`src/rtl/lsu_mem_stage_pkg.sv`:
```
// Shared definitions for the MEM-stage load/store unit.
// Contents: default widths, RV64 load/store funct3 encodings, FSM state codes,
// and the helpers that decode access size into a byte mask and an alignment check.
package lsu_mem_stage_pkg;

  localparam int XLEN_DEF   = 64;
  localparam int ADDR_W_DEF = 32;

  // Load encodings
  localparam logic [2:0] F3_LB  = 3'b000;
  localparam logic [2:0] F3_LH  = 3'b001;
  localparam logic [2:0] F3_LW  = 3'b010;
  localparam logic [2:0] F3_LD  = 3'b011;
  localparam logic [2:0] F3_LBU = 3'b100;
  localparam logic [2:0] F3_LHU = 3'b101;
  localparam logic [2:0] F3_LWU = 3'b110;

  // Store encodings
  localparam logic [2:0] F3_SB = 3'b000;
  localparam logic [2:0] F3_SH = 3'b001;
  localparam logic [2:0] F3_SW = 3'b010;
  localparam logic [2:0] F3_SD = 3'b011;

  typedef enum logic [1:0] {
    S_IDLE = 2'd0,
    S_REQ  = 2'd1,
    S_WAIT = 2'd2,
    S_DONE = 2'd3
  } lsu_state_e;

  // Byte strobes for an access of 1/2/4/8 bytes starting at lane 0.
  function automatic logic [7:0] size_mask(input logic [1:0] sz);
    case (sz)
      2'd0:    size_mask = 8'h01;
      2'd1:    size_mask = 8'h03;
      2'd2:    size_mask = 8'h0F;
      default: size_mask = 8'hFF;
    endcase
  endfunction

  // True when the beat offset is not a multiple of the access size.
  function automatic logic is_misaligned(input logic [1:0] sz, input logic [2:0] off);
    case (sz)
      2'd0:    is_misaligned = 1'b0;
      2'd1:    is_misaligned = off[0];
      2'd2:    is_misaligned = |off[1:0];
      default: is_misaligned = |off;
    endcase
  endfunction

endpackage

```
`src/rtl/lsu_mem_stage_load_align.sv`:
```
// Load alignment: shifts the addressed bytes of a read beat down to lane 0,
// truncates to the access size and sign- or zero-extends to XLEN.
// Ports: beat (read beat), offset (byte offset within beat), funct3 (load kind),
// result (extended load value; 0 for an unknown funct3).
module lsu_load_align
  import lsu_mem_stage_pkg::*;
#(
  parameter int XLEN = 64
) (
  input  logic [XLEN-1:0] beat,
  input  logic [2:0]      offset,
  input  logic [2:0]      funct3,
  output logic [XLEN-1:0] result
);

  logic [XLEN-1:0] shifted;

  always_comb begin
    shifted = beat >> {offset, 3'b000};
    result  = '0;
    case (funct3)
      F3_LB:   result = {{(XLEN-8){shifted[7]}}, shifted[7:0]};
      F3_LH:   result = {{(XLEN-16){shifted[15]}}, shifted[15:0]};
      F3_LW:   result = {{(XLEN-32){shifted[31]}}, shifted[31:0]};
      F3_LD:   result = shifted;
      F3_LBU:  result = {{(XLEN-8){1'b0}}, shifted[7:0]};
      F3_LHU:  result = {{(XLEN-16){1'b0}}, shifted[15:0]};
      F3_LWU:  result = {{(XLEN-32){1'b0}}, shifted[31:0]};
      default: result = '0;
    endcase
  end

endmodule

```
`src/rtl/lsu_mem_stage.sv`:
```
// MEM-stage load/store unit. Accepts one instruction at a time from EX/MEM,
// performs at most one data-bus transaction and presents the result to mem_wb_reg.
// Ports:
//   in_*            instruction from EX/MEM (valid/ready handshake, in_ready high only in IDLE)
//   mem_req_*       bus request: mem_addr/mem_wen/mem_wdata/mem_wmask held while mem_req_valid
//   mem_rsp_*       bus response: read beat or write ack, one cycle pulse
//   out_*           result toward mem_wb_reg (valid/ready handshake)
//   dbg_state       current FSM state
// Handshakes: a transfer happens on a rising edge where valid and ready are both 1;
// once valid is raised, the payload stays stable and valid stays high until that transfer.
module lsu_mem_stage
  import lsu_mem_stage_pkg::*;
#(
  parameter int XLEN   = XLEN_DEF,
  parameter int ADDR_W = ADDR_W_DEF
) (
  input  logic              clk,
  input  logic              rst,
  input  logic              in_valid,
  output logic              in_ready,
  input  logic [31:0]       in_pc,
  input  logic [31:0]       in_inst,
  input  logic [XLEN-1:0]   in_exu_result,
  input  logic [XLEN-1:0]   in_x_rs2,
  input  logic              in_mem_r_en,
  input  logic              in_mem_w_en,
  input  logic [2:0]        in_funct3,
  output logic              mem_req_valid,
  input  logic              mem_req_ready,
  output logic [ADDR_W-1:0] mem_addr,
  output logic              mem_wen,
  output logic [XLEN-1:0]   mem_wdata,
  output logic [7:0]        mem_wmask,
  input  logic              mem_rsp_valid,
  input  logic [XLEN-1:0]   mem_rsp_rdata,
  output logic              out_valid,
  input  logic              out_ready,
  output logic [31:0]       out_pc,
  output logic [31:0]       out_inst,
  output logic [XLEN-1:0]   out_exu_result,
  output logic [XLEN-1:0]   out_lsu_r_data,
  output logic              out_misalign,
  output lsu_state_e        dbg_state
);

  lsu_state_e      state_q, state_d;
  logic [31:0]     pc_q, inst_q;
  logic [XLEN-1:0] exu_q, rs2_q, rdata_q, load_data;
  logic [2:0]      funct3_q;
  logic            store_q, misalign_q;

  // Decode of the incoming instruction, used only on the accept cycle.
  // A request with both enables set is a store.
  logic is_mem, illegal, fault, accept;
  assign is_mem  = in_mem_r_en | in_mem_w_en;
  assign illegal = in_mem_w_en ? in_funct3[2] : (in_funct3 == 3'b111);
  assign fault   = is_mem & (illegal | is_misaligned(in_funct3[1:0], in_exu_result[2:0]));
  assign accept  = (state_q == S_IDLE) & in_valid;

  lsu_load_align #(.XLEN(XLEN)) u_load_align (
    .beat   (mem_rsp_rdata),
    .offset (exu_q[2:0]),
    .funct3 (funct3_q),
    .result (load_data)
  );

  always_comb begin
    state_d       = state_q;
    in_ready      = 1'b0;
    mem_req_valid = 1'b0;
    out_valid     = 1'b0;
    case (state_q)
      S_IDLE: begin
        in_ready = 1'b1;
        if (in_valid) state_d = (is_mem && !fault) ? S_REQ : S_DONE;
      end
      S_REQ: begin
        mem_req_valid = 1'b1;
        if (mem_req_ready) state_d = S_WAIT;
      end
      S_WAIT: begin
        if (mem_rsp_valid) state_d = S_DONE;
      end
      S_DONE: begin
        out_valid = 1'b1;
        if (out_ready) state_d = S_IDLE;
      end
      default: state_d = S_IDLE;
    endcase
  end

  always_ff @(posedge clk) begin
    if (rst) begin
      state_q    <= S_IDLE;
      pc_q       <= '0;
      inst_q     <= '0;
      exu_q      <= '0;
      rs2_q      <= '0;
      funct3_q   <= '0;
      store_q    <= 1'b0;
      misalign_q <= 1'b0;
      rdata_q    <= '0;
    end else begin
      state_q <= state_d;
      if (accept) begin
        pc_q       <= in_pc;
        inst_q     <= in_inst;
        exu_q      <= in_exu_result;
        rs2_q      <= in_x_rs2;
        funct3_q   <= in_funct3;
        store_q    <= in_mem_w_en;
        misalign_q <= fault;
        rdata_q    <= '0;
      end
      // Write acks also arrive here; only loads capture the beat.
      if (state_q == S_WAIT && mem_rsp_valid && !store_q) rdata_q <= load_data;
    end
  end

  // Bus fields are forced to 0 outside REQ so idle/reset values are clean.
  logic req_store;
  assign req_store = (state_q == S_REQ) & store_q;

  assign mem_addr  = (state_q == S_REQ) ? {exu_q[ADDR_W-1:3], 3'b000} : '0;
  assign mem_wen   = req_store;
  assign mem_wdata = req_store ? (rs2_q << {exu_q[2:0], 3'b000}) : '0;
  assign mem_wmask = req_store ? (size_mask(funct3_q[1:0]) << exu_q[2:0]) : '0;

  assign out_pc         = pc_q;
  assign out_inst       = inst_q;
  assign out_exu_result = exu_q;
  assign out_lsu_r_data = rdata_q;
  assign out_misalign   = misalign_q;
  assign dbg_state      = state_q;

endmodule

```
`config.mk`:
```
export PLATFORM = sky130hd
export DESIGN_NAME = lsu_mem_stage
export DESIGN_NICKNAME = d
export VERILOG_FILES = /design/src/rtl/lsu_mem_stage_pkg.sv /design/src/rtl/lsu_mem_stage_load_align.sv /design/src/rtl/lsu_mem_stage.sv
export SDC_FILE = /design/constraint.sdc
export NUM_CORES = 1
export LEC_CHECK = 0
export BUFFER_PORTS_ARGS = -buffer_cell sky130_fd_sc_hd__buf_2
export CORE_AREA = 2 2 221 223
export DETAILED_ROUTE_END_ITERATION = 8
export DIE_AREA = 0 0 223 225
export GPL_TIMING_DRIVEN = 0
export MAX_ROUTING_LAYER = met4
export PLACE_DENSITY_LB_ADDON = 0.08
export SYNTH_ARGS = -nofsm -noshare
export SYNTH_HDL_FRONTEND = slang
export SYNTH_HIERARCHICAL = 1
export SYNTH_SLANG_ARGS = --single-unit
```
`constraint.sdc`:
```
create_clock -name clk -period 1.78 [get_ports clk]
set_clock_uncertainty 0.15 [all_clocks]
set_input_delay 0.089 -clock clk [delete_from_list [all_inputs] [get_ports clk]]
set_output_delay 0.089 -clock clk [all_outputs]
set_load 0.005 [all_outputs]
```
==> flow_summary.json <==
{
  "status": "finished with violations",
  "portBuffers": 566,
  "min_period_ns": 2.45,
  "grt_use_met3": 0.0433,
  "p_leak_uw": 0.0107,
  "grt_pass1_vias": 17000,
  "ys_top_cells_by_area": "dfxtp_1, nand2_1, a21oi_1",
  "grtUsageMet2": 0.495,
  "cp_data_arrival_time_ns": 2.22,
  "die_y_um": 225,
  "p_seq_frac": 0.267,
  "seq_area_um2": 5280,
  "fmax_mhz": 407,
  "nets": 2951,
  "syn_to_final_growth_pct": 79.0,
  "cp-end-kind": "output pin",
  "failed_checks": "setup timing",
  "final_hold_viol_count": 0,
  "root_buffer": "clkbuf_16",
  "busiest_layer": "met2",
  "grt.total_usage": 0.288,
  "cts_sinks": 263,
  "start_kind": "flop",
  "ant_nets": 0,
  "syn_inst": 1735,
  "place_ws_ns": -1.12,
  "rsz0062_at_grt": "true",
  "pwr_density_cell_nw_per_um2": 1150,
  "p_sw_frac": 0.370,
  "pin_count": 570,
  "worstMarginPinSlew_ns": 0.808,
  "routed_wl_um": 75900,
  "cts_made_buffers": 34,
  "yosys_warnings": 6,
  "layout_setup_ws_ns": -0.675,
  "critPathKind": "reg -> out",
  "worstPathMaxFanout": 6,
  "drive_gt1_frac": 0.462,
  "rows": 80,
  "core_area_um2": 47500,
  "cp.required_ns": 1.54,
  "synth_area_um2": 14100,
  "synth_top_family_by_area": "simple AND/OR/NAND/NOR gates",
  "muxShareOfSynthArea": 0.166,
  "clkPwrFrac": 0.243,
  "initial_core_util": 0.296,
  "layout_commonest_cell": "buf_2",
  "setup_viol": 366,
  "p_int_uw": 18200,
  "ir_worst_vdd_uv": 606,
  "wire_per_inst_um": 22.9,
  "fin_crit_sh": 1.38,
  "grt_use_met1": 0.341,
  "die_x_um": 223,
  "max_slew_margin": 0.461,
  "fillers": 4527,
  "cts_htree_levels": 2,
  "fin_setup_tns_ns": -137.39,
  "first_iter_violations": 1042,
  "synth-simple-area-share": 0.240,
  "dpl.hpwl_um": 55300,
  "grt_pass1_wl_um": 106000,
  "hold_path.class": "in -> reg",
  "synth_cell_type_count": 56,
  "vias": 17200,
  "grt_max_degree": 15,
  "antenna_found_initial": 1,
  "synth.largest_area_cell": "dfxtp_1",
  "clock_latency_ns": 0.53,
  "multi_input_comb_area_um2": 9350,
  "die_area_um2": 50200,
  "max_cap_viol_count": 0,
  "drtPass1Iterations": 5,
  "syn_area_per_cell_um2": 8.12,
  "combPwrFrac": 0.490,
  "p_sw_uw": 10700,
  "synthAdderAreaFrac": 0.00444,
  "drc": 0,
  "synthXorXnorAreaFrac": 0,
  "synth_compound_area_frac": 0.150,
  "gp_congestion": 0.976,
  "synth_seq_cells": 263,
  "vias_per_cell": 5.20,
  "maxSlewViolCount": 0,
  "ys_seq_area_frac": 0.374,
  "final_cell_mix": "buf_2, nand2_1, dfxtp_1",
  "grt_overflow_total": 0,
  "cts.reportedPaths.clkPinSlew_ns": 0.06,
  "cts_tree": "done",
  "cts_buffer_depth": 3,
  "synth_top_area_share": 0.374
}
[cell families after synthesis]
| group | Yosys count |
|---|---|
| other | 1 |
| buffers and inverters | 173 |
| muxes | 145 |
| AOI/OAI and AO/OA | 371 |
| and+or+nand+nor | 777 |
| DFF | 263 |
| adders and majority gates | 5 |
[sequential cells by signal, indices dropped and copies added, names as in the netlist]
| signal | count |
|---|---|
| out_exu_result | 64 |
| funct3_q | 3 |
| store_q | 1 |
| out_pc | 32 |
| out_inst | 32 |
| out_lsu_r_data | 64 |
| rs2_q | 64 |
| out_misalign | 1 |
| dbg_state | 2 |
[repair_timing]
| action | CTS | global route |
|---|---|---|
| cloned | 22 | 22 |
| pin swaps | 50 | 118 |
| endpoints found under the setup margin | 366 | 367 |
| resized for setup | 391 | 372 |
| hold endpoints to repair | 207 | 0 |
| hold buffers | 210 | 0 |
| buffers inserted | 57 | 38 |
[cell usage after synthesis, drive strengths merged]
| library cell | number |
|---|---|
| inv | 7 |
| o2bb2ai | 16 |
| and2 | 49 |
| nor3 | 4 |
| nand3b | 1 |
| o31ai | 1 |
| a221o | 1 |
| mux2 | 31 |
| or2 | 2 |
| o21ai | 26 |
| a22oi | 18 |
| o22ai | 1 |
| o221ai | 1 |
| nor3b | 2 |
| a221oi | 2 |
| nand2 | 509 |
| a22o | 8 |
| mux4 | 61 |
| mux2i | 53 |
| buf | 97 |
| and3 | 10 |
| nand4 | 35 |
| ha | 5 |
| a31oi | 1 |
| nor2b | 16 |
| nor2 | 59 |
| nand2b | 11 |
| dfxtp | 263 |
| a21oi | 274 |
| o21bai | 1 |
| a2111oi | 2 |
| o211ai | 17 |
| or3 | 1 |
| o41ai | 1 |
| and4bb | 1 |
| nand4bb | 1 |
| nand3 | 76 |
| clkinv | 1 |
| a211oi | 1 |
| clkbuf | 68 |
| conb | 1 |
[layer usage]
metal | vias up | wire length [µm]
li1 | 7936 | -
met1 | 8375 | 30000
met2 | 760 | 37900
met3 | 176 | 4800
met4 | 0 | 3240
met5 | - | 0
[path summary, 6_finish.rpt]
check	start	end	slack [ns]	cells after the start
hold reg to reg	out_pc[16]	out_pc[16]	0.30	2
hold / removal	mem_rsp_rdata[53]	out_lsu_r_data[53]	0.06	6
setup reg to reg	out_exu_result[1]	out_lsu_r_data[46]	-0.45	12
setup / recovery	out_exu_result[0]	mem_wdata[62]	-0.67	9
[layout make-up]
cell class / instances / area share
diodes: 2 / 0.000199
plain buffers: 159 / 0.0670
clock buffers: 49 / 0.0388
clock inverters: 8 / 0.00516
inverters: 8 / 0.00144
multi-input cells: 1304 / 0.371
flip-flops and latches: 263 / 0.210
well taps: 615 / 0.0305
repair buffers: 909 / 0.276
[worst max-delay path: stages, from the launching register on]
cell and delay, ns:
dfxtp_4 0.34, buf_6 0.13, buf_12 0.13, buf_12 0.14, buf_12 0.14, mux2i_4 0.19
nand2_2 0.13, o211ai_1 0.14, a21oi_2 0.20, buf_2 0.14
[power groups by stage]
stage / sequential, µW / clock (µW) / combinational, µW
global placement: 7720 / 0 / 8580
detailed placement: 7740 / 0 / 8610
global route: 7800 / 7390 / 15000
CTS: 7650 / 7160 / 11800
floorplan: 7510 / 0 / 5170
finish: 7720 / 7010 / 14200
[per-stage QoR]
step                      cells  hold WS, ns  utilization  instance area, µm²  power, µW
after floorplan            1737       0.0646            -               14100      12700
after global placement     2918        0.181        0.373               17700      16300
after detailed placement   2918        0.185        0.373               17700      16300
after CTS                  3261      0.00930        0.489               23300      26600
after global routing       3316       0.0828        0.530               25200      30200
final                      3317       0.0594        0.530               25200      28900
Note: power is estimated with default switching activity, not from simulation.
